===== config.mk =====
export PLATFORM = sky130hd
export DESIGN_NAME = pipe_adder_sub
export DESIGN_NICKNAME = d
export VERILOG_FILES = /design/src/rtl/pipe_adder_sub.sv
export SDC_FILE = /design/constraint.sdc
export NUM_CORES = 1
export LEC_CHECK = 0
export CORE_MARGIN = 2
export CORE_UTILIZATION = 46
export CTS_CLUSTER_DIAMETER = 60
export DETAILED_ROUTE_END_ITERATION = 16
export MAX_ROUTING_LAYER = met4
export PLACE_DENSITY = 0.71
export SYNTH_ARGS = -nofsm -noshare
export SYNTH_HDL_FRONTEND = slang
export SYNTH_SLANG_ARGS = --single-unit

===== constraint.sdc =====
create_clock -name clk -period 1.7 [get_ports clk]
set_clock_uncertainty 0.1 [all_clocks]
set_input_delay 0.17 -clock clk [delete_from_list [all_inputs] [get_ports clk]]
set_output_delay 0.17 -clock clk [all_outputs]
set_load 0.02 [all_outputs]

===== src/rtl/pipe_adder_sub.sv =====
// ---------------------------------------------------------------------------
// pipe_adder_sub
//
// Pipelined adder/subtractor. The WIDTH-bit operation is split into
// NSTAGE = WIDTH/CHUNK chunks. Stage k adds chunk k, using the carry that
// stage k-1 registered. Each stage registers four things: the finished lower
// sum chunks, the upper A/B' chunks it has not yet used, the running carry
// and a valid bit. The last stage's registers drive the outputs directly.
// The whole pipeline freezes while the output is stalled.
//
// Subtraction is A + ~B + ~Cin, so Sub=1 gives A - B - Cin. For a subtract,
// Cout=1 means no borrow occurred.
//
// Ports
//   clk        rising-edge clock
//   rst_n      asynchronous active-low reset
//   in_valid   A/B/Cin/Sub are valid this cycle
//   in_ready   block accepts an input this cycle (low only while stalled)
//   A, B       WIDTH-bit operands
//   Cin        carry-in (add) or borrow-in (subtract)
//   Sub        0 = add, 1 = subtract
//   out_valid  S/Cout/Ovf are valid
//   out_ready  downstream accepts the result
//   S          WIDTH-bit result
//   Cout       raw carry out of bit WIDTH-1
//   Ovf        two's-complement signed overflow
// ---------------------------------------------------------------------------
module pipe_adder_sub #(
   parameter int WIDTH = 16,
   parameter int CHUNK = 4
) (
   input  logic             clk,
   input  logic             rst_n,
   input  logic             in_valid,
   output logic             in_ready,
   input  logic [WIDTH-1:0] A,
   input  logic [WIDTH-1:0] B,
   input  logic             Cin,
   input  logic             Sub,
   output logic             out_valid,
   input  logic             out_ready,
   output logic [WIDTH-1:0] S,
   output logic             Cout,
   output logic             Ovf
);

   localparam int SAFE_CHUNK = (CHUNK < 1) ? 1 : CHUNK;
   localparam int NSTAGE     = WIDTH / SAFE_CHUNK;

   if ((CHUNK < 1) || ((WIDTH % SAFE_CHUNK) != 0)) begin : g_bad_param
      $error("pipe_adder_sub: CHUNK must be >= 1 and divide WIDTH");
   end

   // A full output register that downstream is not taking freezes every
   // stage, so nothing is overwritten and nothing is dropped.
   logic stall;
   assign stall    = out_valid & ~out_ready;
   assign in_ready = ~stall;

   // Operand conditioning: subtraction becomes addition of the complement.
   logic [WIDTH-1:0] b_eff;
   logic             c0;
   assign b_eff = Sub ? ~B : B;
   assign c0    = Sub ? ~Cin : Cin;

   for (genvar k = 0; k < NSTAGE; k++) begin : g_stage
      localparam int SW = (k + 1) * CHUNK;   // sum bits finished after this stage

      logic             v_in;
      logic             c_in;
      logic [CHUNK-1:0] a_chunk;
      logic [CHUNK-1:0] b_chunk;
      logic [CHUNK:0]   add;
      logic [SW-1:0]    sum_next;

      logic             vld_q;
      logic             cy_q;
      logic [SW-1:0]    sum_q;

      assign add = {1'b0, a_chunk} + {1'b0, b_chunk} + {{CHUNK{1'b0}}, c_in};

      if (k == 0) begin : g_first
         assign v_in     = in_valid;
         assign c_in     = c0;
         assign a_chunk  = A[CHUNK-1:0];
         assign b_chunk  = b_eff[CHUNK-1:0];
         assign sum_next = add[CHUNK-1:0];
      end else begin : g_next
         assign v_in     = g_stage[k-1].vld_q;
         assign c_in     = g_stage[k-1].cy_q;
         assign a_chunk  = g_stage[k-1].g_fwd.a_q[CHUNK-1:0];
         assign b_chunk  = g_stage[k-1].g_fwd.b_q[CHUNK-1:0];
         assign sum_next = {add[CHUNK-1:0], g_stage[k-1].sum_q};
      end

      // NOTE: sequential state uses non-blocking (<=) so every stage samples
      // its predecessor's pre-edge value; blocking here would collapse the
      // pipeline into one cycle depending on block evaluation order.
      // NOTE: datapath registers are reset along with the valid bits because
      // S/Cout/Ovf must read zero during reset, and S/Cout come straight from
      // the last stage's sum and carry registers.
      always_ff @(posedge clk or negedge rst_n) begin
         if (!rst_n) begin
            vld_q <= 1'b0;
            cy_q  <= 1'b0;
            sum_q <= '0;
         end else if (!stall) begin
            vld_q <= v_in;
            cy_q  <= add[CHUNK];
            sum_q <= sum_next;
         end
      end

      if (k < NSTAGE - 1) begin : g_fwd
         // Upper operand chunks not yet consumed travel with the operation.
         localparam int UW = WIDTH - SW;

         logic [UW-1:0] a_up;
         logic [UW-1:0] b_up;
         logic [UW-1:0] a_q;
         logic [UW-1:0] b_q;

         if (k == 0) begin : g_src_in
            assign a_up = A[WIDTH-1:CHUNK];
            assign b_up = b_eff[WIDTH-1:CHUNK];
         end else begin : g_src_prev
            assign a_up = g_stage[k-1].g_fwd.a_q[WIDTH-k*CHUNK-1:CHUNK];
            assign b_up = g_stage[k-1].g_fwd.b_q[WIDTH-k*CHUNK-1:CHUNK];
         end

         always_ff @(posedge clk or negedge rst_n) begin
            if (!rst_n) begin
               a_q <= '0;
               b_q <= '0;
            end else if (!stall) begin
               a_q <= a_up;
               b_q <= b_up;
            end
         end
      end else begin : g_last
         // Carry into the MSB equals a^b^s at that bit; overflow happens when
         // it differs from the carry out of the MSB.
         logic ovf_q;

         always_ff @(posedge clk or negedge rst_n) begin
            if (!rst_n) begin
               ovf_q <= 1'b0;
            end else if (!stall) begin
               ovf_q <= a_chunk[CHUNK-1] ^ b_chunk[CHUNK-1] ^ add[CHUNK-1] ^ add[CHUNK];
            end
         end
      end
   end

   assign out_valid = g_stage[NSTAGE-1].vld_q;
   assign S         = g_stage[NSTAGE-1].sum_q;
   assign Cout      = g_stage[NSTAGE-1].cy_q;
   assign Ovf       = g_stage[NSTAGE-1].g_last.ovf_q;

endmodule


# == After elaboration in Yosys (flattened, before gate mapping) ==
# Cells that the tools add are included.
# word_totals
input_bits,38
ff_bits,97
out_inout_bits,20
# classes
addsub,8
bitwise_logic,8
n_mux,2
# op_table
cell,count
4-bit by 4-bit adder with 5-bit output,4
5-bit by 1-bit adder with 5-bit output,4
16-bit 2-to-1 mux,1
16-bit NOT,1
1-bit NOT,3
1-bit bitwise XOR,3
1-bit AND,1
1-bit 2-to-1 mux,1

# == Longest topological paths before layout ==
# depth
word_depth,4
depth_mapped,8

# == Least setup slack after synthesis ==
# OpenSTA, ideal clock, no wires.
# synth_timing
kind,input-to-reg
start,in Sub
end,reg g_stage[0].cy_q
setup_ns,0.131
stages,8
path_slack_ns,-0.372
t_arrival_ns,1.840
path_buffers,2
cell_sequence,buf_4 buf_6 xor2_1 fa_1 fa_1 a21o_1 a21oi_1 a21oi_1
# synth_between
elab_chain_len,3
# synth_rtl
element,line,rtl
start: declaration,39,"input logic Sub,"
16-bit 2-to-1 mux,63,assign b_eff = Sub ? ~B : B;
4-bit by 4-bit adder with 5-bit output,80,"assign add = {1'b0, a_chunk} + {1'b0, b_chunk} + {{CHUNK{1'b0}}, c_in};"
5-bit by 1-bit adder with 5-bit output (*),80,
end signal: assignment,109,cy_q <= add[CHUNK];
end: declaration,77,logic cy_q;
# Every way passes the cells marked *; elsewhere a longest branch is shown, timed or not.
# A chain may end at the register's enable or synchronous reset.

# == Worst setup path after layout ==
# layout_timing
start,reg g_stage[0].g_fwd.b_q[0]
end,reg g_stage[1].cy_q
# layout_between
elab_chain_len,2
# layout_rtl
element,line,rtl
start: declaration,121,logic [UW-1:0] b_q;
start signal: assignment,137,b_q <= b_up;
4-bit by 4-bit adder with 5-bit output,80,
5-bit by 1-bit adder with 5-bit output,80,
end signal: assignment,109,
end: declaration,77,
# No other way between the ends.

==> metrics <==
status=complete, but fails checks; failing checks=negative setup slack; Hold Fails Final Rpt=0; Rows=35; Final Critical Period=roughly 1800 ps; Area Overhead vs Synth=24.8%; placed cell area=a little over 5000 µm²; via count=3022; Die ar.=approximately 10000 µm²; critical path peak fanout=2; Worst R2R Setup Slack=-90 ps; clock latency at the later pin of the worst-skew pair=roughly 360 ps; Avg Cell Area, Syn=about 9.5 µm²; vias per inst=between 4 and 5; CTS max path bufs=2; root buffer cell=clkbuf_8; largest cells by area after synthesis=dfrtp_1, nand2_1, fa_1; Max-slew headroom=0.772; first-pass GRT wire length=between 10 and 15 mm; post-synthesis net count=around 500; mapped cell area=about 4300 µm²; total grt overflow=0; Routed Wire Length=7.70 mm; gr usage total=0.176; Hold Slack=roughly 140 ps; ANT nets after route=0; Compound-Gate Fraction of Synth Area=0.0541; WP data arrival=around 1900 ps; Max Cap Viol=0; Final Max Tran Viols=0; die height=100 µm; setup violators final=6; worst path required time=1850 ps; HPWL after detailed placement=approximately 5.5 mm; Hold Crit Class=primary input to async pin; #FFs+latches synth=97; largest family of logic cells by synthesized area=simple AND/OR/NAND/NOR gates; worst setup margin=-86.7 ps; clock sink count=97; Worst-path clk slew=100 ps; Adder-Cell Fraction of Synth Area=0.0725; TritonCTS clock tree=yes; H-tree depth=3; Peak supply drop=a little under 700 µV; largest net degree at the start of global routing=45; Simple-Gate Fraction of Synth Area=0.213; Seq/Total Area, Yosys=0.567; cell accounting for the most synthesized area=dfrtp_1; worst-case reg-to-reg path depth=5; vias in the first global route=~2900; share of the synthesized area in the top cell type=0.567; power per cell area=1740 nW/µm²; RePlAce Congestion=between 0.7 and 0.8; initial antenna violation count=0; Max Clk Rate=~560 MHz; core area=9150 µm²; mux cell area share after synthesis=0; first-pass detailed-route iteration total=4; synthesized instance count=between 400 and 500; Final Cell Area=5340 µm²; 1st-iter DRT viols=between 100 and 150; DRC viols=0; synth unique cells=20; Startpoint Class=flip-flop; Initial Util=0.468; worst r2r src=g_stage[0].g_fwd.b_q[0]; CP Class=flip-flop to flip-flop; nets=between 500 and 600; CP endpoint kind=flip-flop; WL/cell=12.1 µm; die width=100 µm; leakage power=between 2 and 3 nW; post-synthesis xor/xnor area fraction=0.0532; IO Pins=58; RR Endpoint=g_stage[1].cy_q; Port-buffer cells=57; count of yosys warnings during synthesis=0; RSZ-0062 raised after global routing=true; Worst Tran Pin Value=about 340 ps; antenna cells=0; Num CTS Buffers=9; layout cells sized above 1=0.125; Tcrit/Tclk final=1.05
[routing by layer]
| layer | wire length (µm) | global-route usage | vias to the layer above |
|---|---|---|---|
| met2 | 3730 | 0.271 | 44 |
| met3 | 278 | 0.0430 | 10 |
| met1 | 3560 | 0.230 | 1432 |
| met5 | 0 | - | - |
| li1 | - | - | 1536 |
| met4 | 131 | 0.0601 | 0 |
[placed cells by master, fill, tap and decap left out, types with 2 or more instances in the layout]
master	synthesis	routed
buf_4	2	21
a21oi_1	13	6
buf_12	0	4
a21oi_2	1	7
inv_6	0	2
ha_1	12	12
clkinv_4	0	2
clkinvlp_4	0	2
fa_2	0	8
dlygate4sd2_1	0	2
xor2_1	11	10
a21o_1	7	7
nand2_1	225	225
o21ai_1	1	5
inv_1	3	2
inv_2	1	2
dfrtp_1	97	97
clkdlybuf4s50_1	0	52
o21ai_0	20	16
clkbuf_8	0	10
nor2_1	11	10
xnor2_1	15	14
[flip-flops by register name, indices dropped and copies added (netlist names)]
| signal | count |
|---|---|
| S | 16 |
| Ovf | 1 |
| g_stage.sum_q | 24 |
| g_stage.cy_q | 3 |
| g_stage.g_fwd.b_q | 24 |
| g_stage.g_fwd.a_q | 24 |
| out_valid | 1 |
| Cout | 1 |
| g_stage.vld_q | 3 |
[cell families (layout without fill, tap and decap cells)]
kind of cell | count (synthesis) | in the layout
buffers and inverters | 27 | 103
flip-flops | 97 | 97
AND/OR/NAND/NOR | 239 | 239
adder cells (fa/ha/maj) | 20 | 20
AO/OA/AOI/OAI | 42 | 42
XOR/XNOR | 26 | 26
[where the power goes]
group | switching, mW | internal (mW)
sequential | 0.590 | 3.33
clock | 0.823 | 0.587
combinational | 2.09 | 1.87
total | 3.50 | 5.79
[layout make-up]
class / instances / area (µm²)
Clock buffer: 10 / 138
Sequential cell: 97 / 2430
Fill cell: 799 / 3810
Clock inverter: 6 / 50.0
Inverter: 4 / 15.0
Timing Repair Buffer: 83 / 815
Tap cell: 111 / 139
Multi-Input combinational cell: 327 / 1760
[worst max path at each step]
stage	end	cells after the start	startpoint	slack, ps
after global routing	Ovf	7	g_stage[2].g_fwd.b_q[0]	-140
after global placement	g_stage[0].cy_q	8	Sub	-670
final	g_stage[1].cy_q	5	g_stage[0].g_fwd.b_q[0]	-90
after CTS	g_stage[2].cy_q	5	g_stage[1].cy_q	-90
after floorplan	g_stage[0].cy_q	8	Sub	-230
after detailed placement	g_stage[0].cy_q	8	Sub	-680
[stage by stage]
step / util / setup TNS (ps) / total power [mW] / setup slack (ps) / cells
floorplan: - / -537 / 6.38 / -234 / 451
global placement: 0.552 / -2630 / 7.47 / -665 / 615
detailed placement: 0.552 / -2850 / 7.68 / -682 / 615
CTS: 0.580 / -277 / 9.28 / -92.6 / 635
global route: 0.584 / -673 / 10.1 / -139 / 638
finish: 0.584 / -244 / 9.30 / -86.7 / 638
[synthesized netlist by cell type, drive strengths merged]
cell / count
o21ai: 21
dfrtp: 97
xnor2: 15
nor2: 11
clkbuf: 1
xor2: 11
nor2b: 1
a21oi: 14
fa: 8
nand2b: 2
buf: 22
ha: 12
a21o: 7
nand2: 225
inv: 4
[timing repair]
item,CTS,global route
endpoints found under the setup margin,11,10
hold endpoints to repair,70,0
setup buffers,3,3
pin swaps,10,18
resized for setup,12,10
hold buffers,1,0
[worst max-delay path: stages, from the launching register on]
cell and delay [ps]:
dfrtp_1 410, fa_2 420, fa_2 380, a21o_1 180
a21oi_2 120, a21oi_1 70
(Power assumes the default switching activity.)
